===== src/rtl/card_disp_pkg.sv =====
// Shared colours, ROM address widths and the side-band record for the card-grid renderer.
package card_disp_pkg;
  localparam logic [11:0] FRAME_COLOR = 12'hFD3;
  localparam logic [11:0] BG_COLOR    = 12'h000;
  localparam int TYPE_W_DEF = 6;
  localparam int PX_W       = 6;
  localparam int PY_W       = 6;
  localparam int RGB_W      = 12;

  typedef struct packed {
    logic            valid;
    logic            in_card;
    logic            sel;
    logic [PX_W-1:0] px;
    logic [PY_W-1:0] py;
  } sband_t;

  function automatic logic on_frame(input logic [PX_W-1:0] px, input logic [PY_W-1:0] py,
                                    input int cell_w, input int card_h, input int frame_w);
    return (int'(px) < frame_w) || (int'(px) >= cell_w - frame_w) ||
           (int'(py) < frame_w) || (int'(py) >= card_h - frame_w);
  endfunction
endpackage


===== src/rtl/card_cell_locator.sv =====
// Combinational scan-position to grid-cell mapping for the two vertical card bands.
module card_cell_locator
  import card_disp_pkg::*;
#(
  parameter int COLS     = 18,
  parameter int ROWS     = 8,
  parameter int TOP_ROWS = 6,
  parameter int X0       = 32,
  parameter int Y0_TOP   = 19,
  parameter int Y0_BOT   = 360,
  parameter int CELL_W   = 32,
  parameter int CELL_H   = 55,
  parameter int CARD_H   = 46,
  parameter int COL_W    = $clog2(COLS),
  parameter int ROW_W    = $clog2(ROWS)
) (
  input  logic [9:0]       i_h,
  input  logic [9:0]       i_v,
  output logic [COL_W-1:0] o_col,
  output logic [ROW_W-1:0] o_row,
  output logic [PX_W-1:0]  o_px,
  output logic [PY_W-1:0]  o_py,
  output logic             o_in_card
);
  localparam int X_END  = X0 + COLS * CELL_W;
  localparam int YT_END = Y0_TOP + TOP_ROWS * CELL_H;
  localparam int YB_END = Y0_BOT + (ROWS - TOP_ROWS) * CELL_H;

  logic       w_in_x, w_in_top, w_in_bot;
  logic [9:0] w_hx, w_vy, w_col, w_rrel, w_py;

  assign w_in_x   = (int'(i_h) >= X0) && (int'(i_h) < X_END);
  assign w_in_top = (int'(i_v) >= Y0_TOP) && (int'(i_v) < YT_END);
  assign w_in_bot = (int'(i_v) >= Y0_BOT) && (int'(i_v) < YB_END);

  // Offsets only meaningful when inside; the final mux zeroes everything otherwise.
  assign w_hx   = i_h - 10'(X0);
  assign w_col  = w_hx / 10'(CELL_W);
  assign w_vy   = w_in_top ? (i_v - 10'(Y0_TOP)) : (i_v - 10'(Y0_BOT));
  assign w_rrel = w_vy / 10'(CELL_H);
  assign w_py   = w_vy - w_rrel * 10'(CELL_H);

  always_comb begin
    o_col     = '0;
    o_row     = '0;
    o_px      = '0;
    o_py      = '0;
    o_in_card = 1'b0;
    if (w_in_x && (w_in_top || w_in_bot)) begin
      o_col     = COL_W'(w_col);
      o_row     = w_in_top ? ROW_W'(w_rrel) : ROW_W'(w_rrel + 10'(TOP_ROWS));
      o_px      = PX_W'(w_hx - w_col * 10'(CELL_W));
      o_py      = PY_W'(w_py);
      o_in_card = int'(w_py) < CARD_H;
    end
  end
endmodule


===== src/rtl/card_grid_renderer.sv =====
// Pipelined card-grid pixel generator: locate cell, fetch card ROM, overlay highlight frame.
// Optional macro CARD_BLINK_EN adds a frame counter that blinks the highlight frame.
module card_grid_renderer
  import card_disp_pkg::*;
#(
  parameter int COLS      = 18,
  parameter int ROWS      = 8,
  parameter int TOP_ROWS  = 6,
  parameter int TYPE_W    = TYPE_W_DEF,
  parameter int X0        = 32,
  parameter int Y0_TOP    = 19,
  parameter int Y0_BOT    = 360,
  parameter int CELL_W    = 32,
  parameter int CELL_H    = 55,
  parameter int CARD_H    = 46,
  parameter int FRAME_W   = 2,
  parameter int ROM_LAT   = 1,
  parameter int BLINK_BIT = 5
) (
  input  logic                          clk,
  input  logic                          rst,
  input  logic                          pix_en,
  input  logic [9:0]                    h_cnt,
  input  logic [9:0]                    v_cnt,
  input  logic [ROWS*COLS*TYPE_W-1:0]   map,
  input  logic [ROWS*COLS-1:0]          sel_card,
  output logic [TYPE_W-1:0]             rom_card_type,
  output logic [PX_W-1:0]               rom_px,
  output logic [PY_W-1:0]               rom_py,
  input  logic [RGB_W-1:0]              rom_pixel,
  output logic [RGB_W-1:0]              card_pixel,
  output logic                          card_valid
);
  localparam int COL_W = $clog2(COLS);
  localparam int ROW_W = $clog2(ROWS);
  localparam int IDX_W = $clog2(ROWS * COLS);

  logic [COL_W-1:0] w_col;
  logic [ROW_W-1:0] w_row;
  logic [PX_W-1:0]  w_px;
  logic [PY_W-1:0]  w_py;
  logic             w_in_card;

  card_cell_locator #(
    .COLS(COLS), .ROWS(ROWS), .TOP_ROWS(TOP_ROWS), .X0(X0), .Y0_TOP(Y0_TOP),
    .Y0_BOT(Y0_BOT), .CELL_W(CELL_W), .CELL_H(CELL_H), .CARD_H(CARD_H),
    .COL_W(COL_W), .ROW_W(ROW_W)
  ) u_loc (
    .i_h(h_cnt), .i_v(v_cnt), .o_col(w_col), .o_row(w_row),
    .o_px(w_px), .o_py(w_py), .o_in_card(w_in_card)
  );

  // S1
  logic             r_s1_vld, r_s1_in;
  logic [COL_W-1:0] r_s1_col;
  logic [ROW_W-1:0] r_s1_row;
  logic [PX_W-1:0]  r_s1_px;
  logic [PY_W-1:0]  r_s1_py;

  always_ff @(posedge clk or posedge rst) begin
    if (rst) begin
      r_s1_vld <= 1'b0;
      r_s1_in  <= 1'b0;
      r_s1_col <= '0;
      r_s1_row <= '0;
      r_s1_px  <= '0;
      r_s1_py  <= '0;
    end else begin
      r_s1_vld <= pix_en;
      r_s1_in  <= w_in_card;
      r_s1_col <= w_col;
      r_s1_row <= w_row;
      r_s1_px  <= w_px;
      r_s1_py  <= w_py;
    end
  end

  // S2: map/sel_card are sampled here, which is the ROM address cycle
  logic [IDX_W-1:0]  w_idx;
  logic [TYPE_W-1:0] r_type;
  sband_t            r_s2;

  assign w_idx = IDX_W'(int'(r_s1_row) * COLS + int'(r_s1_col));

  always_ff @(posedge clk or posedge rst) begin
    if (rst) begin
      r_type <= '0;
      r_s2   <= '0;
    end else begin
      r_type       <= map[int'(w_idx)*TYPE_W +: TYPE_W];
      r_s2.valid   <= r_s1_vld;
      r_s2.in_card <= r_s1_in;
      r_s2.sel     <= sel_card[w_idx];
      r_s2.px      <= r_s1_px;
      r_s2.py      <= r_s1_py;
    end
  end

  assign rom_card_type = r_type;
  assign rom_px        = r_s2.px;
  assign rom_py        = r_s2.py;

  // Side-band delay line aligns with rom_pixel
  sband_t r_dly [ROM_LAT];

  always_ff @(posedge clk or posedge rst) begin
    if (rst) begin
      for (int k = 0; k < ROM_LAT; k++) r_dly[k] <= '0;
    end else begin
      r_dly[0] <= r_s2;
      for (int k = 1; k < ROM_LAT; k++) r_dly[k] <= r_dly[k-1];
    end
  end

  logic w_frame_on;
`ifdef CARD_BLINK_EN
  logic [15:0] r_frame_cnt;
  always_ff @(posedge clk or posedge rst) begin
    if (rst)                                        r_frame_cnt <= '0;
    else if (pix_en && h_cnt == '0 && v_cnt == '0)  r_frame_cnt <= r_frame_cnt + 16'd1;
  end
  assign w_frame_on = ~r_frame_cnt[BLINK_BIT];
`else
  // Frame always drawn; BLINK_BIT is referenced only to keep the parameter list uniform.
  assign w_frame_on = (BLINK_BIT >= 0);
`endif

  sband_t w_tail;
  assign w_tail = r_dly[ROM_LAT-1];

  always_ff @(posedge clk or posedge rst) begin
    if (rst) begin
      card_pixel <= '0;
      card_valid <= 1'b0;
    end else begin
      card_valid <= w_tail.valid;
      if (!w_tail.in_card)
        card_pixel <= BG_COLOR;
      else if (w_tail.sel && w_frame_on && on_frame(w_tail.px, w_tail.py, CELL_W, CARD_H, FRAME_W))
        card_pixel <= FRAME_COLOR;
      else
        card_pixel <= rom_pixel;
    end
  end
endmodule

===== config.mk =====
export PLATFORM = sky130hd
export DESIGN_NAME = card_grid_renderer
export DESIGN_NICKNAME = d
export VERILOG_FILES = /design/src/rtl/card_disp_pkg.sv /design/src/rtl/card_cell_locator.sv /design/src/rtl/card_grid_renderer.sv
export SDC_FILE = /design/constraint.sdc
export NUM_CORES = 1
export LEC_CHECK = 0
export CAP_MARGIN = 20
export CORE_AREA = 3 3 412 414
export DETAILED_ROUTE_END_ITERATION = 8
export DIE_AREA = 0 0 415 417
export MAX_ROUTING_LAYER = met4
export PLACE_DENSITY = 0.3
export SYNTH_ARGS = -nofsm -noshare
export SYNTH_HDL_FRONTEND = slang
export SYNTH_SLANG_ARGS = --single-unit

===== constraint.sdc =====
create_clock -name clk -period 4.6 [get_ports clk]
set_input_delay 0.46 -clock clk [delete_from_list [all_inputs] [get_ports clk]]
set_output_delay 0.46 -clock clk [all_outputs]
set_load 0.03 [all_outputs]

# [Word level (Yosys, flattened, before mapping)]
# Index checks and enable logic that the tools add are counted.
[op_classes] n_reduce_logical=9 n_addsub=7 n_div=1 multipliers=3 n_mux=11 n_lt_le_gt_ge=12 shifts=1
[ops] op="$shiftx 864x12->6" n=1
[ops] op="$mux 12" n=2
[ops] op="$lt 10x9->1 const B" n=2
[ops] op="$lt 6x2->1 const B" n=2
[ops] op="$mux 6" n=2
[ops] op="$div 10x6->10 const B" n=1
[ops] op="$ge 10x5->1 const B" n=1
[ops] op="$ge 10x6->1 const B" n=1
[ops] op="$ge 10x9->1 const B" n=1
[ops] op="$lt 10x10->1 const B" n=1
[ops] op="$lt 10x6->1 const B" n=1
[ops] op="$mul 10x6->10 const B" n=1
[ops] op="$mul 8x2->10 const B" n=1
[ops] op="$mux 10" n=1
[ops] op="$sub 10x10->10" n=1
[ops] op="$sub 10x5->10 const B" n=1
[ops] op="$sub 10x6->10 const B" n=1
[ops] op="$sub 10x9->10 const B" n=1
[ops] op="$lt 8x9->1 const B" n=1
[ops] op="$add 8x5->8" n=1
[ops] op="$bmux 1 s8" n=1
[ops] op="$mul 3x4->7 const B" n=1
[ops] op="$ge 6x5->1 const B" n=1
[ops] op="$ge 6x6->1 const B" n=1
[ops] op="other kinds (7)" n=16
[totals] register_bits=71 output_inout_bits=31 elab_cells=63 inputBits=1043

# [Logic depth before layout (Yosys ltp)]
[logic_depth] word_depth=8 mapped_depth=42 mapped_depth_nobuf=40

# [Hierarchy]
# Synthesis repeated with hierarchy kept, for this count alone.
[hier_totals] cells_unflattened=1209 hier_area_um2=13590.5
[modules_own_cells] mod="card_grid_renderer" n_inst=1 cells_each=827 area_per_inst_um2=10670.2 seq_area_each_um2=1726.7
[modules_own_cells] mod="card_cell_locator" n_inst=1 cells_each=382 area_per_inst_um2=2920.3 seq_area_each_um2=0.0

# [Worst setup path after synthesis]
# OpenSTA, ideal clock, no wires.
[synth_timing] kind="in2reg" from="input v_cnt[3]" to="register r_s1_in" setup_ns=0.067 n_path_buf=2 t_arrival_ns=8.673 t_required_ns=4.533 slack_ns=-4.140 stages=38 cell_sequence="clkbuf_1 inv_1 ha_1 a211o_1 or4_1 a211oi_4 nand2_2 nor2_2 nor2_1 xnor2_2 ha_1 nor3_1 o21bai_2 buf_6 inv_4 xnor2_1 ha_1 and3_1 (+2 left out) a211oi_1 a221oi_2 a21oi_1 a211o_4 ha_1 ha_1 inv_1 fa_1 inv_1 fa_1 inv_1 ha_1 a21o_1 a21o_1 a21oi_1 xnor2_1 a2111oi_0 and3_1"
[synth_via] elab_chain_cells=8 elab_cells_between_ends=16 cone_classes="3 x add/sub; 1 x mul; 1 x div; 5 x order compare; 2 x mux; 4 x reduce/logical"
[synth_lines] element="start: declaration" line="card_grid_renderer.sv:24" source="input logic [9:0] v_cnt,"
[synth_lines] element="$ge 10x5->1 or $lt 10x9->1 (tied branches)" line="card_cell_locator.sv:33" source="assign w_in_top = (int'(i_v) >= Y0_TOP) && (int'(i_v) < YT_END);"
[synth_lines] element="$logic_and 1x1->1" line="card_cell_locator.sv:33"
[synth_lines] element="$mux 10" line="card_cell_locator.sv:39" source="assign w_vy = w_in_top ? (i_v - 10'(Y0_TOP)) : (i_v - 10'(Y0_BOT));"
[synth_lines] element="$div 10x6->10" line="card_cell_locator.sv:40" source="assign w_rrel = w_vy / 10'(CELL_H);"
[synth_lines] element="$mul 10x6->10" line="card_cell_locator.sv:41" source="assign w_py = w_vy - w_rrel * 10'(CELL_H);"
[synth_lines] element="$sub 10x10->10" line="card_cell_locator.sv:41"
[synth_lines] element="$lt 10x6->1" line="card_cell_locator.sv:54" source="o_in_card = int'(w_py) < CARD_H;"
[synth_lines] element="$mux 1 *" line="card_cell_locator.sv:49" source="if (w_in_x && (w_in_top || w_in_bot)) begin"
[synth_lines] element="named net u_loc.o_in_card" line="card_cell_locator.sv:23" source="output logic o_in_card"
[synth_lines] element="end signal: assignment" line="card_grid_renderer.sv:70" source="r_s1_in <= w_in_card;"
[synth_lines] element="end: declaration" line="card_grid_renderer.sv:54" source="logic r_s1_vld, r_s1_in;"
# The timed path passes the listed nets; every way through them passes the cells marked *.

# [Worst setup path after layout]
[layout_timing] from="input v_cnt[0]" to="register r_s1_in"
# Same word-level chain as after synthesis.

==> run metrics <==
violated checks setup timing; Crit. path cell count 37; clk_skew 0.00671 ns; Worst setup EP type flop; Synth area leader mux4_2; via count 14,800; clk sinks 66; Pleak 9.76 nW; cts bufs inserted 9; Reg-to-Reg Start r_s1_row[0]; DR pass1 iterations 4; Seq cells post-synth 66; largest net degree at the start of global routing 50; Flop pwr share 6.2%; xor and xnor area share after synthesis 3.04%; start point of the critical path v_cnt[0]; Post-Place Cells 4,288; count of port buffers added during placement 1,072; per-cell routed wire length 27.1 um; worst slew pin tran 0.944 ns; vias in the first global route 16,800; Total GRT Usage 13.4%; hold slack 0.342 ns; WL final 118,000 um; Most common cell on crit path ha_4; root buffer selected by CTS clkbuf_16; Mapped Cells 926; Post-synth EDFFs 0; Clock Power Share 6.0%; Area Overhead vs Synth 125%; initial antenna violation count 36; simple-gate share of the synthesized area 5.66%; DP Wirelength 106,000 um; Critical-path top delay cell fa_1; Endpoint, Worst Hold rom_py[2]; fillers 18,300; final worst path period need 7.46 ns; Yosys top cell area share 58.4%; most frequent cells in the layout 1,062 x clkdlybuf4s50_1, 329 x mux4_2, 187 x buf_4; Synth cell types 80; Worst R2R Path Depth 8; Critical Path AT 7.73 ns; Slew HR 37.0%; Clock Latency Late Sink 0.33 ns; worst-case vdd ir drop 0.674 mV; Post-synth ARST share 100%; CTS tree yes; Max Buffers Root-to-Sink 2; number of routed nets with antenna violations 0; core box area 167,000 um^2; Max Fclk 0.134 GHz; final non-filler cell total 4,344; cts hold-fix bufs 0; dominant cells by area after synthesis mux4_2 58%, dfrtp_1 13%, ha_1 4.0%; Seq/Total Area, Yosys 13.0%; total nets after synthesis 2,023; Congestion Overflow GR 0; DRT iter0 DRCs 865; PwrDens 414 nW/um^2; register area 1660 um^2; share of post-route cells with drive strength above 1 31.5%; proportion of power drawn by combinational gates 87.8%; Hold Crit Start r_s1_py[2]; Die X 415 um; crit path kind in2reg; maximum fanout along the worst path 5; CP required 4.87 ns; DRC Markers 0; Cell Area, Synth 12,700 um^2; adder-cell share of the synthesized area 6.09%; Sw Pwr 4.89 mW; die footprint 173,000 um^2; Final setup viols 9; synth warn 0; Die Y 417 um; RSZ-0062 raised after global routing true; hold depth 0; CP Launch Type input port; commonest non-fill, non-tap cell in the layout clkdlybuf4s50_1; post-layout net count 3,215; largest family of logic cells by synthesized area multiplexers; I/O pin count 1,074; H-tree depth 3; post-synthesis mux area share 59.6%; endpoints failing hold 0; number of vias per cell 3.41; status finished, violations left; Synth Area in Compound Gates 7.29%; P_int 6.90 mW; row count 150; Worst Slack Setup Final -2.86 ns; max_cap viols 0; flop-to-flop setup slack 0.65 ns; crit-path leading delay family compound AO/OA/AOI/OAI gates; fin crit share 162%; clock-pin slew on the worst setup and hold paths 0.06 ns; Switching Fraction 41.5%; Synth Area per Inst 13.7 um^2; first-pass GRT wire length 156,000 um; GP Congestion 0.907; Critical R2R Capture rom_card_type[0]; multi-input gate area in the final layout 11,000 um^2; Main synth FF type dfrtp_1; initial core utilization 7.62%; hold crit path type reg2reg; Worst Path Buf+Inv 5; fin. max-slew vios 0; slowest cell delay on critical path 0.49 ns
==> worst reg2reg max path: stages (launching register included) <==
cell	delay, ns
dfrtp_1	0.42
ha_4	0.18
fa_4	0.82
buf_4	0.36
mux4_2	0.49
mux4_2	0.56
mux4_2	0.55
mux2i_1	0.32
o21ai_0	0.12
==> through the flow <==
step	setup TNS, ns	worst slack [ns]	cell area [um^2]	utilization (%)	total power [mW]
6_report	-14.31	-2.86	28500	17.1	11.8
5_1_grt	-16.21	-3.16	28500	17.1	12.8
4_1_cts	-16.34	-2.90	28600	17.1	12.1
3_5_place_dp	-25.61	-4.04	27500	16.5	10.1
3_3_place_gp	-24.82	-3.98	27500	16.5	10.1
2_1_floorplan	-17.32	-3.43	12900	-	5.63
==> power groups by stage <==
stage          sequential (mW)  clock [mW]  combinational [mW]
3_3_place_gp             0.745           0                9.37
6_report                 0.732       0.705                10.4
2_1_floorplan            0.783           0                4.85
3_5_place_dp             0.742           0                9.35
5_1_grt                  0.745       0.753                11.3
4_1_cts                  0.735       0.726                10.6
==> repair_timing <==
| action | in CTS | in global routing |
|---|---|---|
| setup endpoints to repair | 10 | 10 |
| resized for setup | 127 | 34 |
| pin swaps | 50 | 31 |
| setup buffers | 43 | 8 |
==> cell type report <==
| type | instances | share of cell area [%] |
|---|---|---|
| multi-input combinational | 701 | 38.7 |
| inverter | 58 | 0.816 |
| clock inverter | 6 | 0.228 |
| tap | 2204 | 9.67 |
| clock buffer | 10 | 0.838 |
| antenna | 17 | 0.149 |
| timing repair buffer | 1282 | 43.8 |
| sequential | 66 | 5.81 |
==> how the worst max path moves through the flow <==
stage | slack [ns] | endpoint
floorplan | -3.43 | r_s1_in
global placement | -3.98 | r_s1_in
detailed placement | -4.04 | r_s1_in
CTS | -2.90 | r_s1_in
global route | -3.16 | r_s1_in
finish | -2.86 | r_s1_in
==> per-layer routing <==
| layer | GRT usage, % | wire, um | up-vias |
|---|---|---|---|
| met2 | 25.4 | 65300 | 524 |
| met4 | 0.834 | 560 | 0 |
| met3 | 2.15 | 4680 | 28 |
| met1 | 15.5 | 47100 | 7942 |
| met5 | - | 0 | - |
| li1 | - | - | 6339 |
==> flip-flops by register name, indices dropped and copies added (netlist names), 3 cells and up <==
| register | cells |
|---|---|
| card_pixel | 12 |
| rom_py | 6 |
| r_s1_py | 6 |
| r_s2 | 3 |
| r_s1_px | 5 |
| r_dly | 12 |
| rom_card_type | 6 |
| r_s1_row | 3 |
| r_s1_col | 5 |
| rom_px | 5 |
==> cell families (layout without fill, tap and decap cells) <==
| logic type | Yosys count | in the layout |
|---|---|---|
| xor+xnor | 41 | 41 |
| buf+inv | 159 | 1356 |
| other cells | 1 | 18 |
| fa+ha+maj | 54 | 54 |
| mux | 343 | 343 |
| compound gates | 126 | 126 |
| flops | 66 | 66 |
| simple gates | 136 | 136 |
==> cells in the mapped netlist (all sizes together) (6+ instances only) <==
library cell and count:
a21oi 20, nand3 10, a21o 20, o21a 12, inv 57, o21ai 26
ha 41, dfrtp 66, mux4 329, mux2i 13, nor2 45, nand3b 7
xnor2 30, clkbuf 66, a31oi 7, and3 6, fa 13, nor3 21
xor2 11, buf 35, nand2 16
(Power assumes the default switching activity.)
